--- src/rtl/cpu_sequencer_pkg.sv ---
// ---------------------------------------------------------------------------
// cpu_sequencer_pkg
// Shared encodings for the CPU sequencer:
//   - STATE_HALT / STATE_NEXT : decoder state codes the sequencer reacts to
//   - mode_t                  : sequencer operating modes (3-bit encoding)
//   - mode_is_exec()          : true for modes in which the datapath runs
// ---------------------------------------------------------------------------
package cpu_sequencer_pkg;

    // Decoder state codes; these must track the control decoder's encoding.
    localparam logic [3:0] STATE_HALT = 4'd8;
    localparam logic [3:0] STATE_NEXT = 4'd9;

    typedef enum logic [2:0] {
        MODE_PAUSE  = 3'd0,
        MODE_RUN    = 3'd1,
        MODE_STEP   = 3'd2,
        MODE_HALTED = 3'd3,
        MODE_LOAD   = 3'd4
    } mode_t;

    // The datapath is enabled only while an instruction is allowed to execute.
    function automatic logic mode_is_exec(input mode_t m);
        return (m == MODE_RUN) || (m == MODE_STEP);
    endfunction

endpackage

--- src/rtl/cpu_sequencer_cycle_counter.sv ---
// ---------------------------------------------------------------------------
// cpu_sequencer_cycle_counter
// Instruction-cycle counter feeding the control decoder.
// Ports:
//   clk, rst_n : clock, asynchronous active-low reset
//   en         : advance enable (datapath enabled)
//   clr        : force the counter to 0 (loader owns the bus)
//   done       : decoder reports "instruction done" this cycle
//   halt       : decoder reports "halt" this cycle; counter holds
//   cycle      : registered cycle number
//   boundary   : combinational strobe, instruction retires on this clk
// The counter wraps to 0 at a boundary; reaching MAX_CYCLE forces a boundary
// so the count can never run past the last legal cycle.
// ---------------------------------------------------------------------------
module cpu_sequencer_cycle_counter #(
    parameter int CYCLE_W   = 4,
    parameter int MAX_CYCLE = 6
) (
    input  logic               clk,
    input  logic               rst_n,
    input  logic               en,
    input  logic               clr,
    input  logic               done,
    input  logic               halt,
    output logic [CYCLE_W-1:0] cycle,
    output logic               boundary
);

    logic [CYCLE_W-1:0] cycle_q;
    logic [CYCLE_W-1:0] cycle_d;
    logic               at_max;

    assign at_max   = (cycle_q == CYCLE_W'(MAX_CYCLE));
    // A halt suppresses retirement: the halted instruction is not counted.
    assign boundary = en && !halt && (done || at_max);

    always_comb begin
        cycle_d = cycle_q;
        if (clr) begin
            cycle_d = '0;
        end else if (en && !halt) begin
            if (boundary) begin
                cycle_d = '0;
            end else begin
                cycle_d = cycle_q + 1'b1;
            end
        end
    end

    always_ff @(posedge clk or negedge rst_n) begin
        if (!rst_n) begin
            cycle_q <= '0;
        end else begin
            cycle_q <= cycle_d;
        end
    end

    assign cycle = cycle_q;

endmodule

--- src/rtl/cpu_sequencer.sv ---
// ---------------------------------------------------------------------------
// cpu_sequencer
// Front-panel sequencer: runs / single-steps / stops / halts the CPU and
// arbitrates the shared bus between the CPU and the program loader. Bus
// ownership only changes at instruction boundaries.
// Ports:
//   clk        : system clock (rising edge)
//   reset      : asynchronous active-low reset
//   state      : current decoder state
//   run/step/stop : one-clk front-panel pulses
//   load_req   : loader bus request (level)
//   cycle      : registered cycle number to the decoder
//   cpu_en     : registered datapath enable (RUN/STEP)
//   load_gnt   : registered loader grant (LOAD)
//   halted     : registered halt indicator (HALTED)
//   instr_cnt  : retired-instruction count (wraps)
// ---------------------------------------------------------------------------
module cpu_sequencer
    import cpu_sequencer_pkg::*;
#(
    parameter int                 CYCLE_W   = 4,
    parameter int                 STATE_W   = 4,
    parameter int                 MAX_CYCLE = 6,
    parameter logic [STATE_W-1:0] ST_NEXT   = STATE_W'(STATE_NEXT),
    parameter logic [STATE_W-1:0] ST_HALT   = STATE_W'(STATE_HALT),
    parameter int                 CNT_W     = 8
) (
    input  logic               clk,
    input  logic               reset,
    input  logic [STATE_W-1:0] state,
    input  logic               run,
    input  logic               step,
    input  logic               stop,
    input  logic               load_req,
    output logic [CYCLE_W-1:0] cycle,
    output logic               cpu_en,
    output logic               load_gnt,
    output logic               halted,
    output logic [CNT_W-1:0]   instr_cnt
);

    mode_t            mode_q, mode_d;
    logic             pend_stop_q, pend_stop_d;
    logic [CNT_W-1:0] instr_cnt_q, instr_cnt_d;
    logic             cpu_en_q, cpu_en_d;
    logic             load_gnt_q, load_gnt_d;
    logic             halted_q, halted_d;

    logic             boundary;
    logic             halt_hit;
    logic             is_next;
    logic             is_halt;
    logic             cnt_clr;

    assign is_next  = (state == ST_NEXT);
    assign is_halt  = (state == ST_HALT);
    // Decoder state is only meaningful while the datapath is enabled.
    assign halt_hit = cpu_en_q && is_halt;
    // Clearing on the entry edge as well zeroes a cycle frozen by HALTED.
    assign cnt_clr  = (mode_d == MODE_LOAD);

    cpu_sequencer_cycle_counter #(
        .CYCLE_W   (CYCLE_W),
        .MAX_CYCLE (MAX_CYCLE)
    ) u_cycle_counter (
        .clk      (clk),
        .rst_n    (reset),
        .en       (cpu_en_q),
        .clr      (cnt_clr),
        .done     (is_next),
        .halt     (is_halt),
        .cycle    (cycle),
        .boundary (boundary)
    );

    // Next-mode and bookkeeping decode.
    always_comb begin
        mode_d      = mode_q;
        pend_stop_d = pend_stop_q;
        instr_cnt_d = instr_cnt_q;

        if (boundary) begin
            instr_cnt_d = instr_cnt_q + 1'b1;
        end

        case (mode_q)
            MODE_PAUSE: begin
                if (load_req) begin
                    mode_d = MODE_LOAD;
                end else if (step) begin
                    mode_d = MODE_STEP;
                end else if (run) begin
                    mode_d = MODE_RUN;
                end
            end
            MODE_RUN: begin
                if (halt_hit) begin
                    // Halt wins over any pending stop request.
                    mode_d      = MODE_HALTED;
                    pend_stop_d = 1'b0;
                end else if (boundary && (pend_stop_q || stop || load_req)) begin
                    // A request arriving on the boundary clk is honoured here.
                    mode_d      = MODE_PAUSE;
                    pend_stop_d = 1'b0;
                end else if (stop || load_req) begin
                    pend_stop_d = 1'b1;
                end
            end
            MODE_STEP: begin
                if (halt_hit) begin
                    mode_d = MODE_HALTED;
                end else if (boundary) begin
                    mode_d = MODE_PAUSE;
                end
            end
            MODE_HALTED: begin
                if (load_req) begin
                    mode_d = MODE_LOAD;
                end
            end
            MODE_LOAD: begin
                if (!load_req) begin
                    mode_d = MODE_PAUSE;
                end
            end
            default: begin
                mode_d      = MODE_PAUSE;
                pend_stop_d = 1'b0;
            end
        endcase

        // Loader sessions start from a fresh instruction count.
        if ((mode_d == MODE_LOAD) && (mode_q != MODE_LOAD)) begin
            instr_cnt_d = '0;
        end
    end

    // Outputs are registered from the next mode, so they always mirror mode_q.
    always_comb begin
        cpu_en_d   = mode_is_exec(mode_d);
        load_gnt_d = (mode_d == MODE_LOAD);
        halted_d   = (mode_d == MODE_HALTED);
    end

    always_ff @(posedge clk or negedge reset) begin
        if (!reset) begin
            mode_q      <= MODE_PAUSE;
            pend_stop_q <= 1'b0;
            instr_cnt_q <= '0;
            cpu_en_q    <= 1'b0;
            load_gnt_q  <= 1'b0;
            halted_q    <= 1'b0;
        end else begin
            mode_q      <= mode_d;
            pend_stop_q <= pend_stop_d;
            instr_cnt_q <= instr_cnt_d;
            cpu_en_q    <= cpu_en_d;
            load_gnt_q  <= load_gnt_d;
            halted_q    <= halted_d;
        end
    end

    assign cpu_en    = cpu_en_q;
    assign load_gnt  = load_gnt_q;
    assign halted    = halted_q;
    assign instr_cnt = instr_cnt_q;

endmodule

--- config.mk ---
export PLATFORM = sky130hd
export DESIGN_NAME = cpu_sequencer
export DESIGN_NICKNAME = d
export VERILOG_FILES = /design/src/rtl/cpu_sequencer_pkg.sv /design/src/rtl/cpu_sequencer_cycle_counter.sv /design/src/rtl/cpu_sequencer.sv
export SDC_FILE = /design/constraint.sdc
export NUM_CORES = 1
export LEC_CHECK = 0
export BUFFER_PORTS_ARGS = -buffer_cell sky130_fd_sc_hd__buf_2
export CAP_MARGIN = 15
export CORE_MARGIN = 2
export CORE_UTILIZATION = 40
export DETAILED_ROUTE_END_ITERATION = 6
export PLACE_DENSITY = 0.71
export SETUP_SLACK_MARGIN = 0.5
export SLEW_MARGIN = 25
export SYNTH_ARGS = -nofsm -noshare
export SYNTH_HDL_FRONTEND = slang
export SYNTH_SLANG_ARGS = --single-unit
--- constraint.sdc ---
create_clock -name clk -period 1.6 [get_ports clk]
set_input_delay 0.08 -clock clk [delete_from_list [all_inputs] [get_ports clk]]
set_output_delay 0.08 -clock clk [all_outputs]
set_load 0.02 [all_outputs]
Word-level counts from Yosys, hierarchy flattened
Cells that the tools add are included.
{ "classes": {"n_addsub": 2, "mul": 0, "n_div": 0, "n_lt_le_gt_ge": 0, "eq_ne": 13, "n_shift": 0, "n_mux": 19, "bitwise_logic": 1, "n_reduce_logical": 16} }
{ "ops": {"columns": ["operator", "count"], "rows": [
  ["$mux 3", 9],
  ["$mux 8", 2],
  ["$pmux 3 s5", 1],
  ["$eq 3x2->1 const B", 4],
  ["$mux 4", 3],
  ["$add 8x1->8 const B", 1],
  ["$eq 4x4->1 const B", 2],
  ["$eq 3x1->1 const B", 2],
  ["$eq 3x3->1 const B", 2],
  ["$logic_and 1x1->1", 5],
  ["$logic_or 1x1->1", 5],
  ["$add 4x1->4 const B", 1],
  ["$eq 4x3->1 const B", 1],
  ["$ne 4x4->1 const B", 1],
  ["$reduce_bool 2->1", 2],
  ["$reduce_or 4->1", 1],
  ["$logic_not 3->1", 1],
  ["$mux 1", 3],
  ["$ne 3x3->1 const B", 1],
  ["$pmux 1 s2", 1],
  ["$reduce_and 2->1", 1],
  ["$logic_not 1->1", 1],
  ["$not 1->1", 1]
]} }
{ "word_totals": {"register_bits": 19, "latchBits": 0, "ram_bits": 0, "mem_bits_ro": 0, "inputBits": 10, "output_inout_bits": 15, "word_cells": 58, "mem_count": 0} }

Depth between registers and ports, before layout
{ "logic_depth": {"ltp_word": 11, "depth_mapped": 7, "mapped_depth_nobuf": 6} }

Cells and area by module
Synthesis repeated with hierarchy kept, for this count alone.
{ "hier_totals": {"hier_cells": 102, "hier_area_um2": 1054.8} }
{ "modules_own_cells": {"columns": ["mod", "instances", "cells_each", "area_each_um2", "seq_area_each_um2"], "rows": [
  ["cpu_sequencer", 1, 75, 787.0, 375.4],
  ["cpu_sequencer_cycle_counter", 1, 27, 267.8, 100.1]
]} }

Worst setup path before layout
No wires, ideal clock.
{ "synth_timing": {"path_kind": "register -> register", "startpoint": "reg u_cycle_counter.cycle_q[0] (netlist: u_cycle_counter.cycle[0])", "endpoint": "reg instr_cnt_q[4] (netlist: instr_cnt[4])", "setup_ns": 0.078, "arrival_ns": 1.702, "required_ns": 1.522, "slack_ns": -0.179, "path_stages_with_launch": 7, "path_buffers": 0, "synth_period_minus_slack_ns": 1.779, "path_cell_list": "dfrtp_1 inv_1 ha_1 nand4b_1 mux2_4 or4_1 a21oi_1"} }
{ "synth_between": {"elab_chain_cells": 10, "elab_cells_between_ends": 13, "classes_between": "eq/ne: 2; mux: 6; reduce/logical: 5"} }
{ "synth_rtl": {"columns": ["element", "line_no", "rtl"], "rows": [
  ["start: declaration", "cpu_sequencer_cycle_counter.sv:29", "logic [CYCLE_W-1:0] cycle_q;"],
  ["start signal: assignment", "cpu_sequencer_cycle_counter.sv:54", "cycle_q <= cycle_d;"],
  ["$eq 4x3->1 (*)", "cpu_sequencer_cycle_counter.sv:33", "assign at_max = (cycle_q == CYCLE_W'(MAX_CYCLE));"],
  ["$logic_or 1x1->1 (*)", "cpu_sequencer_cycle_counter.sv:35", "assign boundary = en && !halt && (done || at_max);"],
  ["$logic_and 1x1->1 (*)", "cpu_sequencer_cycle_counter.sv:35", null],
  ["$logic_and 1x1->1", "cpu_sequencer.sv:101", "end else if (boundary && (pend_stop_q || stop || load_req)) begin"],
  ["$mux 3", "cpu_sequencer.sv:101", null],
  ["$mux 3", "cpu_sequencer.sv:97", "if (halt_hit) begin"],
  ["$pmux 3 s5", "cpu_sequencer.sv:86", "case (mode_q)"],
  ["$eq 3x3->1", "cpu_sequencer.sv:133", "if ((mode_d == MODE_LOAD) && (mode_q != MODE_LOAD)) begin"],
  ["$logic_and 1x1->1", "cpu_sequencer.sv:133", null],
  ["$mux 8 / $reduce_bool 2->1 (equally long branches)", null, null],
  ["end signal: assignment", "cpu_sequencer.sv:156", "instr_cnt_q <= instr_cnt_d;"],
  ["end: declaration", "cpu_sequencer.sv:44", "logic [CNT_W-1:0] instr_cnt_q, instr_cnt_d;"]
]} }
Every way passes the cells marked *; elsewhere a longest branch is shown, timed or not.
A chain may end at the register's enable or synchronous reset.

Worst setup path after layout
{ "layout_timing": {"startpoint": "reg u_cycle_counter.cycle_q[0] (netlist: u_cycle_counter.cycle[0])", "endpoint": "reg instr_cnt_q[3] (netlist: instr_cnt[3])"} }
Same word-level chain as after synthesis.

==> summary.json <==
{
  "htree_num_levels": 1,
  "numCtsBuffers": 3,
  "setup_slack_ns": -0.0785,
  "failed_checks": "setup timing",
  "dr.pass1.iters": 6,
  "synth_top_cells_by_area": "dfrtp_1 45%, nor2_1 4.6%, nand2_1 3.9%",
  "core_sq_mm": 0.00250,
  "max_freq_ghz": 0.596,
  "initial_core_util_pct": 42.5,
  "period_utilisation_layout_pct": 105,
  "cp-start-kind": "flop",
  "seq_area_frac_synth_pct": 44.8,
  "routed_wl_um": 2630,
  "grt_antenna_before_repair": 0,
  "die_height_um": 55.5,
  "postRouteAntennaNets": 0,
  "clk_pin_slew_worst_paths_ns": 0.11,
  "rr_startpoint": "u_cycle_counter.cycle[0]",
  "finalHoldWorstSlack_ns": 0.0684,
  "hold_path_class": "in2reg",
  "timing.clock.skew_ns": 0.00667,
  "yosysWarnings": 0,
  "worst-r2r-setup-slack_ns": -0.08,
  "grt_first_pass_wirelength_um": 4630,
  "clk_path_buf_depth": 2,
  "postSynthAreaPerCell_sq_um": 9.24,
  "cellPowerDensity_mw_per_mm2": 1220,
  "rsz0062_at_grt": "true",
  "power_leakage_nw": 0.690,
  "hpwl_um": 1760,
  "diodes": 0,
  "grt_pass1_vias": 1035,
  "synth-adder-area-share_pct": 3.53,
  "fraction_of_the_mapped_netlist_area_in_simple_logic_gates_pct": 25.1,
  "synth-compound-area-share_pct": 16.8,
  "synth_xor_area_share_pct": 3.30,
  "run_status": "finished with violations",
  "post_dp_cell_area_sq_mm": 0.00128,
  "vdd_ir_drop_max_uv": 814,
  "critical_path_peak_fanout": 6,
  "hold-path-endpoint": "load_gnt",
  "synth_mux_area_share_pct": 3.30,
  "track_usage_pct": 18.5,
  "flow.area_growth_from_synthesis_pct": 37.6,
  "drt-vias-per-instance": 5.51,
  "dpl_worst_slack_ns": -0.0721,
  "drive_above_1_share_pct": 41.6,
  "synth.largest_area_cell": "dfrtp_1",
  "synth_net_count": 128,
  "cts-root-buf": "clkbuf_4",
  "reg2reg_to": "instr_cnt[3]",
  "timing_worst_setup_path_type": "reg2reg",
  "dominant_combinational_cell_family_by_area_after_synthesis": "simple AND/OR/NAND/NOR gates",
  "finalInstanceArea_sq_mm": 0.00146,
  "layout_min_cycle_time_ns": 1.68,
  "worst_ep_arrival_time_ns": 1.91,
  "postSynthCellCount": 115,
  "via_count": 1014,
  "utilization_pct": 58.5,
  "cts_sinks": 19,
  "io_buffers": 24,
  "die_w_um": 55.5,
  "min-delay-start": "load_req",
  "clock_latency_ns": 0.30,
  "hold_depth": 2,
  "wire_per_inst_um": 14.3,
  "drv.max_cap_violation_count": 0,
  "layout.cells.most_common": "buf_2",
  "final_estimated_routing_congestion_in_global_placement": 0.763,
  "cp_data_required_time_ns": 1.83,
  "grt_start_max_net_pins": 20,
  "ioPinCount": 25,
  "cts_tree": "yes",
  "synthesis.area_sq_mm": 0.00106,
  "drt_drc_violations_left": 0,
  "floorplan.rows": 18,
  "postSynthRegisterBits": 19,
  "fin_nets": 168,
  "finalHoldViolCount": 0,
  "mostFrequentLayoutCells": "20 x buf_2, 15 x dfrtp_1, 12 x nor2_1",
  "max_slew_margin_pct": 70.3,
  "cp-end-kind": "flop",
  "worst_r2r_path_depth": 6,
  "drv_slew": 0,
  "total_power_mw": 1.78,
  "worst_slew_pin_slew_ns": 0.445,
  "yosysUniqueCellTypes": 37,
  "synth_top_cell_area_share_pct": 44.8,
  "layout.filler_cells": 208,
  "finalSetupViolCount": 6,
  "grt_overflow_total": 0,
  "number_of_design_rule_violations_left_by_the_first_detailed_router_iteration": 22,
  "die_area_sq_mm": 0.00308
}
-- worst max-delay path, cell delays in order, from the launching register on --
cell	delay, ns
dfrtp_2	0.42
inv_2	0.07
ha_4	0.12
nand4b_1	0.13
mux2_4	0.32
or4_4	0.43
a21oi_2	0.14
-- cell type report --
type | count | area (sq um) | area share, %
clock buffers | 4 | 26.3 | 1.80
inverters | 5 | 18.8 | 1.28
multi-input cells | 88 | 634 | 43.4
flip-flops and latches | 19 | 480 | 32.9
well taps | 30 | 37.5 | 2.57
repair buffers | 38 | 264 | 18.1
-- kinds of logic after synthesis --
group,count (synthesis)
flip-flops,19
multiplexers,3
buffers and inverters,9
adder cells (fa/ha/maj),3
AND/OR/NAND/NOR,49
AO/OA/AOI/OAI,28
XOR/XNOR,4
-- cell usage after synthesis --
cell and number:
or2_2 2, xnor2_1 1, nor4_1 1, a21o_1 1, nor2_1 13, o211ai_1 3, mux2i_1 2, o21ai_0 8
xor2_1 3, a21oi_1 6, ha_1 3, a31oi_1 1, nand4b_1 1, or3b_4 1, inv_1 5, nor2b_1 1
nor3_1 1, a221oi_1 1, or4b_1 1, a2bb2oi_1 1, nand2_1 11, and3b_1 1, clkbuf_1 4, mux2_4 1
nand3b_1 2, o21a_1 2, nand3_1 2, a311o_1 1, and4_1 2, and2_1 1, or3_1 3, and3_1 1
dfrtp_1 19, a22oi_1 1, o31ai_1 3, nand2b_1 3, or4_1 2
-- stage by stage --
stage               instances  TNS, ns
finish                    184   -0.227
global route              184    -1.42
CTS                       183   -0.201
detailed placement        173   -0.144
global placement          173        0
floorplan                 115  -0.0586
-- repair_timing --
item | in CTS | in global routing
hold endpoints to repair | 19 | 0
setup endpoints to repair | 18 | 23
hold buffers | 1 | 0
pin swaps | 2 | 2
gates cloned | 0 | 1
buffers inserted | 5 | 0
gates resized for setup | 18 | 11
-- worst max path at each step --
stage / start / end / slack (ns) / cells past startpoint
finish: u_cycle_counter.cycle[0] / instr_cnt[3] / -0.08 / 6
global route: u_cycle_counter.cycle[0] / instr_cnt[3] / -0.16 / 6
CTS: u_cycle_counter.cycle[0] / instr_cnt[3] / -0.09 / 6
detailed placement: u_cycle_counter.cycle[0] / instr_cnt[3] / -0.07 / 6
global placement: u_cycle_counter.cycle[0] / instr_cnt[4] / 0.02 / 6
floorplan: u_cycle_counter.cycle[0] / instr_cnt[4] / -0.03 / 6
-- routing by layer --
layer  wire length [um]  GRT usage [%]  vias to the layer above
li1                   -              -                      487
met1               1140           22.7                      501
met2               1370           32.7                       24
met3                110           4.68                        2
met4                 14           3.83                        0
met5                  0              0                        -
-- flip-flops by register name, summed over array words and instances (netlist names) --
signal                 count
cpu_en                     1
halted                     1
instr_cnt                  8
load_gnt                   1
mode_q                     3
pend_stop_q                1
u_cycle_counter.cycle      4
-- power breakdown --
part / total, mW / internal [mW] / switching (mW) / leakage (nW)
registers: 0.696 / 0.584 / 0.112 / 0.248
logic: 0.844 / 0.404 / 0.440 / 0.427
clock network: 0.245 / 0.0971 / 0.148 / 0.0150
Note: power is estimated with default switching activity, not from simulation.
